--- src/rtl/seq_divider_32_if.sv ---
// seq_divider_32_if: start/operand/result bundle of the sequential divider.
interface seq_divider_32_if #(
    parameter int WIDTH = 32
);
    logic             start;
    logic [WIDTH-1:0] dividend;
    logic [WIDTH-1:0] divisor;
    logic             busy;
    logic             done;
    logic [WIDTH-1:0] quotient;
    logic [WIDTH-1:0] remainder;
    logic             div_by_zero;

    modport master (
        output start, dividend, divisor,
        input  busy, done, quotient, remainder, div_by_zero
    );

    modport slave (
        input  start, dividend, divisor,
        output busy, done, quotient, remainder, div_by_zero
    );
endinterface

--- src/rtl/seq_divider_32.sv ---
// seq_divider_32: unsigned restoring divider, one quotient bit per clock.
// rq holds {partial remainder, dividend/quotient} and shifts left each iteration.
module seq_divider_32 #(
    parameter int WIDTH = 32
) (
    input logic               clk,
    input logic               reset,
    seq_divider_32_if.slave   bus
);
    localparam int CW = $clog2(WIDTH) + 1;

    typedef enum logic [1:0] {IDLE, RUN, DONE} state_t;

    state_t             state, state_next;
    logic [2*WIDTH-1:0] rq, s, rq_next;
    logic [WIDTH:0]     t;
    logic [WIDTH-1:0]   dreg;
    logic [CW-1:0]      cnt;
    logic               dbz;
    logic               accept;
    logic               zero_div;

    assign accept   = (state != RUN) && bus.start;
    assign zero_div = (bus.divisor == '0);

    always_comb begin
        s          = rq << 1;
        t          = {1'b0, s[2*WIDTH-1:WIDTH]} - {1'b0, dreg};
        rq_next    = t[WIDTH] ? s : {t[WIDTH-1:0], s[WIDTH-1:1], 1'b1};
        state_next = state;
        case (state)
            IDLE, DONE: state_next = accept ? (zero_div ? DONE : RUN) : IDLE;
            RUN:        state_next = (cnt == CW'(1)) ? DONE : RUN;
            default:    state_next = IDLE;
        endcase
    end

    // A zero divisor skips iteration; the load itself produces the all-ones quotient.
    always_ff @(posedge clk) begin
        if (reset) begin
            state <= IDLE;
            rq    <= '0;
            dreg  <= '0;
            cnt   <= '0;
            dbz   <= 1'b0;
        end else begin
            state <= state_next;
            if (accept) begin
                rq   <= zero_div ? {bus.dividend, {WIDTH{1'b1}}} : {{WIDTH{1'b0}}, bus.dividend};
                dreg <= bus.divisor;
                cnt  <= CW'(WIDTH);
                dbz  <= zero_div;
            end else if (state == RUN) begin
                rq  <= rq_next;
                cnt <= cnt - CW'(1);
            end
        end
    end

    assign bus.busy        = (state == RUN);
    assign bus.done        = (state == DONE);
    assign bus.quotient    = rq[WIDTH-1:0];
    assign bus.remainder   = rq[2*WIDTH-1:WIDTH];
    assign bus.div_by_zero = dbz;
endmodule

--- src/flat_wrapper.sv ---
// flat-port wrapper written by rule: the top's interface ports become plain ports
module seq_divider_32_flat 
#(
    parameter int WIDTH = 32
)
  (clk, reset, bus_start, bus_dividend, bus_divisor, bus_busy, bus_done, bus_quotient, bus_remainder, bus_div_by_zero);
  seq_divider_32_if #(.WIDTH(WIDTH)) bus_i ();
  input logic clk;
  input logic reset;
  input wire logic [$bits(bus_i.start)-1:0] bus_start;
  input wire logic [$bits(bus_i.dividend)-1:0] bus_dividend;
  input wire logic [$bits(bus_i.divisor)-1:0] bus_divisor;
  output wire logic [$bits(bus_i.busy)-1:0] bus_busy;
  output wire logic [$bits(bus_i.done)-1:0] bus_done;
  output wire logic [$bits(bus_i.quotient)-1:0] bus_quotient;
  output wire logic [$bits(bus_i.remainder)-1:0] bus_remainder;
  output wire logic [$bits(bus_i.div_by_zero)-1:0] bus_div_by_zero;
  assign bus_i.start = bus_start;
  assign bus_i.dividend = bus_dividend;
  assign bus_i.divisor = bus_divisor;
  assign bus_busy = bus_i.busy;
  assign bus_done = bus_i.done;
  assign bus_quotient = bus_i.quotient;
  assign bus_remainder = bus_i.remainder;
  assign bus_div_by_zero = bus_i.div_by_zero;
  seq_divider_32 #(.WIDTH(WIDTH)) u_core (.clk(clk), .reset(reset), .bus(bus_i));
endmodule
--- config.mk ---
export PLATFORM = sky130hd
export DESIGN_NAME = seq_divider_32_flat
export DESIGN_NICKNAME = d
export VERILOG_FILES = /design/src/rtl/seq_divider_32_if.sv /design/src/rtl/seq_divider_32.sv /design/src/flat_wrapper.sv
export SDC_FILE = /design/constraint.sdc
export NUM_CORES = 1
export LEC_CHECK = 0
export CORE_ASPECT_RATIO = 0.75
export CORE_MARGIN = 1.5
export CORE_UTILIZATION = 54
export CTS_BUF_LIST = sky130_fd_sc_hd__clkbuf_2 sky130_fd_sc_hd__clkbuf_4 sky130_fd_sc_hd__clkbuf_8
export DETAILED_ROUTE_END_ITERATION = 16
export HOLD_SLACK_MARGIN = 0.06
export PLACE_DENSITY_LB_ADDON = 0.08
export SKIP_LAST_GASP = 1
export SYNTH_ARGS = -nofsm -noshare
export SYNTH_HDL_FRONTEND = slang
export SYNTH_SLANG_ARGS = --single-unit
--- constraint.sdc ---
create_clock -name clk -period 3.9 [get_ports clk]
set_clock_uncertainty 0.05 [all_clocks]
set_input_delay 0.78 -clock clk [delete_from_list [all_inputs] [get_ports clk]]
set_output_delay 0.78 -clock clk [all_outputs]
set_load 0.005 [all_outputs]
==> results by group, run 1 <==
Synthesis
  • Post-Synth Simple-Gate Area: around a fifth
  • EDFF count, synth: 0
  • Synth cell types: just over 60
  • Post-Syn Instances: around 880
  • Post-synthesis register bit count: 105
  • Synth warn: 0
  • Fraction of the mapped netlist area in compound gates: 29.8%
  • Post-Synth Adder-Cell Area: 6.73%
  • Mapped cell area: 6620 um2
  • Asr flop ratio synth: 0%
  • Syn Nets: around 1000
  • Mux share of post-synthesis cell area: less than 1%
  • Most used flip-flop cell after synthesis: dfxtp_1
  • Syn Area/Cell: 7.54 um2
  • XOR/XNOR Fraction of Synth Area: around 3.8%
  • Largest family of logic cells by synthesized area: compound AO/OA/AOI/OAI gates
  • Seq/Total Area, Yosys: around a third

Timing
  • Worst slew pin tran: 0.774 ns
  • Worst rel slew slack: around half
  • Final Slew Violations: 0
  • Setup_tns: 0 ns
  • RSZ-0062 raised after global routing: no
  • Period utilization: between 80% and 90%
  • Tmin final: roughly 3.4 ns
  • Maximum clock rate: 298 MHz
  • Final hold violations: 0
  • Setup Viol. Count Final: 0

Finish
  • Fin area: 8210 um2
  • Commonest non-fill, non-tap cell in the layout: nand2_1
  • Synth-to-Final Area Change: 24.1%
  • N_diodes: 0
  • Layout cell share with drive strength beyond 1: 5.73%
  • NumNets Final: between 1000 and 1500
  • Finished Core Util: roughly 70%
  • Most frequent cells in the layout: nand2_1 (144), a21oi_1 (137), clkdlybuf4s50_1 (132), dfxtp_1 (105), inv_1 (54)

CTS
  • TritonCTS clock tree: yes
  • Root Buffer: clkbuf_8
  • CTS Buf Count: 9
  • Number of gates resized after CTS: 0
  • H-tree levels: 3
  • CTS max path bufs: 2
  • CTS Hold Bufs: 0
  • Clock transition at path regs: between 0.1 and 0.15 ns
  • Setup repair bufs after CTS: 0
  • Worst skew pair latency: 0.39 ns
  • Clock sinks: 105

Floorplanning
  • Core Footprint: 11800 um2
  • # IOs: 134
  • Die height: about 100 um
  • Die width: approximately 130 um
  • Initial core utilization: 56.1%
  • Die area: around 13000 um2
  • FP Rows: 34

Route
  • Vias: 7204
  • Vias per inst: about 6.3
  • Final Routed Wirelength: 21.9 mm
  • Iter 0 DRT Violations: between 600 and 700
  • Drt drc: 0
  • Post-route ant nets: 0
  • First-pass DRT Iterations: 5
  • WL per Instance: between 15 and 20 um

Setup path
  • CP endpoint kind: flip-flop
  • Worst path bufs/invs: 1
  • CP Data Required Time: around 4.2 ns
  • R2r setup slk: 0.54 ns
  • Slowest-stage cell, CP: or4_1
  • Type of origin of the critical path: flip-flop
  • Crit path largest cell delay: 0.52 ns
  • Critical-path cell list: inv_1 > ha_1 > fa_1 > nand2b_1 > a21oi_1 > o21bai_1 > o21ai_2 > and3_1 > nor2_8 > or4_1 > o32ai_1
  • CP Class: reg -> reg
  • Worst reg2reg path endpoint: u_core.rq[61]$_SDFFE_PP0P_
  • Worst R2R Path Depth: 11
  • Critical path fanouts, max: 16
  • CP Data Arrival Time: roughly 3.6 ns
  • Reg2reg start: u_core.rq[31]$_SDFFE_PP0P_
  • Cell family with most CP delay: simple AND/OR/NAND/NOR gates

Place
  • Port bufs: 133
  • Placed Area: 8010 um2
  • Post-DP HPWL: 16.5 mm
  • Placer Congestion: 0.884

Power and ir drop
  • Leak pwr: roughly 3.1 nW
  • Worst vdd ir: approximately 0.21 mV
  • Power Density: roughly 500 nW/um2

GRT
  • Initial antenna violation count: 0
  • GRT Overall Usage: between 30% and 40%
  • Vias in the first global route: 6422
  • Global route overflow: 0
  • First-pass GRT wire length: approximately 34 mm
  • Pin count of the biggest net entering global routing: 67

Worst hold path
  • Hold path endpoint: u_core.dreg[9]$_SDFFE_PP0P_
  • Worst hold path type: reg -> reg
  • Critical hold path startpoint: u_core.dreg[9]$_SDFFE_PP0P_
  • Worst hold path stage count: 2

Status
  • Status: finished, final reports clean

Job
  • MaxCap Viol Count: 0
==> metrics by stage <==
step	power, W	hold slack, ns	setup WS [ns]	cells
global route	0.00433	0.433	0.424	1140
global placement	0.00330	0.393	0.743	1125
finish	0.00411	0.411	0.541	1140
detailed placement	0.00335	0.398	0.624	1125
floorplan	0.00270	0.386	1.13	878
CTS	0.00406	0.413	0.573	1140
==> cells in the mapped netlist, types with 6 or more instances <==
cell type	n	area [um2]
a21o_1	19	143
a21oi_1	137	686
a31oi_1	12	75.1
buf_1	7	26.3
buf_2	8	40.0
clkbuf_1	44	165
dfxtp_1	105	2100
ha_1	34	425
inv_1	54	203
nand2_1	144	541
nand2b_1	6	37.5
nand3_1	14	70.1
nand4_1	11	68.8
nor2_1	39	146
nor2b_1	6	37.5
nor3_1	20	100
nor4_1	12	75.1
o211ai_1	7	52.6
o21ai_0	25	125
o21ai_1	11	55.1
o221ai_1	33	289
xnor2_1	16	140
xor2_1	13	114
==> power by group <==
group	switching [W]	internal, W
clock	0.000422	0.000304
sequential	0.000128	0.00118
combinational	0.00119	0.000880
total	0.00174	0.00237
==> worst min-delay path: stages (launching register included) <==
cell and delay [ns]:
dfxtp_1 0.32, nand2_1 0.05, a21oi_1 0.05
==> state kept, by name (all words and copies together) (netlist names) <==
signal and flops:
u_core.state 2, u_core.dreg 32, u_core.rq 64, u_core.bus.div_by_zero 1
u_core.cnt 6
==> cell type report <==
| type | instances | area, um2 |
|---|---|---|
| clock buffer | 9 | 124 |
| clock inverter | 6 | 76.3 |
| fill | 1024 | 3570 |
| inverter | 55 | 206 |
| multi-input combinational | 651 | 4010 |
| sequential | 105 | 2100 |
| tap | 162 | 203 |
| timing repair buffer | 152 | 1490 |
==> worst max-delay path by stage <==
stage	endpoint	depth (start not counted)	from
after global placement	u_core.rq[55]$_SDFFE_PP0P_	8	bus_divisor[7]
final	u_core.rq[61]$_SDFFE_PP0P_	11	u_core.rq[31]$_SDFFE_PP0P_
after detailed placement	u_core.rq[61]$_SDFFE_PP0P_	11	u_core.rq[31]$_SDFFE_PP0P_
after CTS	u_core.rq[61]$_SDFFE_PP0P_	11	u_core.rq[31]$_SDFFE_PP0P_
after floorplan	u_core.rq[61]$_SDFFE_PP0P_	12	u_core.rq[31]$_SDFFE_PP0P_
after global routing	u_core.rq[58]$_SDFFE_PP0P_	11	u_core.rq[31]$_SDFFE_PP0P_
==> cell families (layout without fill, tap and decap cells) <==
| family | Yosys count | count (layout) |
|---|---|---|
| AND/OR/NAND/NOR | 278 | 278 |
| flip-flops | 105 | 105 |
| multiplexers | 4 | 4 |
| buffers and inverters | 122 | 222 |
| XOR/XNOR | 29 | 29 |
| adder cells (fa/ha/maj) | 35 | 35 |
| AO/OA/AOI/OAI | 305 | 305 |
==> metal layers <==
metal / up-vias / global-route usage (%) / part of all wire (%)
met5: - / 0 / 0
met4: 0 / 9.21 / 1.8
met3: 38 / 9.34 / 12
met2: 450 / 50.1 / 43
met1: 3361 / 48.2 / 43
li1: 3355 / - / -
(Power assumes the default switching activity.)
==> run 2, diff against run 1 <==
CTS_CLUSTER_DIAMETER = 120   (was not set)
SLEW_MARGIN = 15   (was not set)
==> results of run 2 <==
The final DEF is identical to that of run 1; final timing and power are the same.
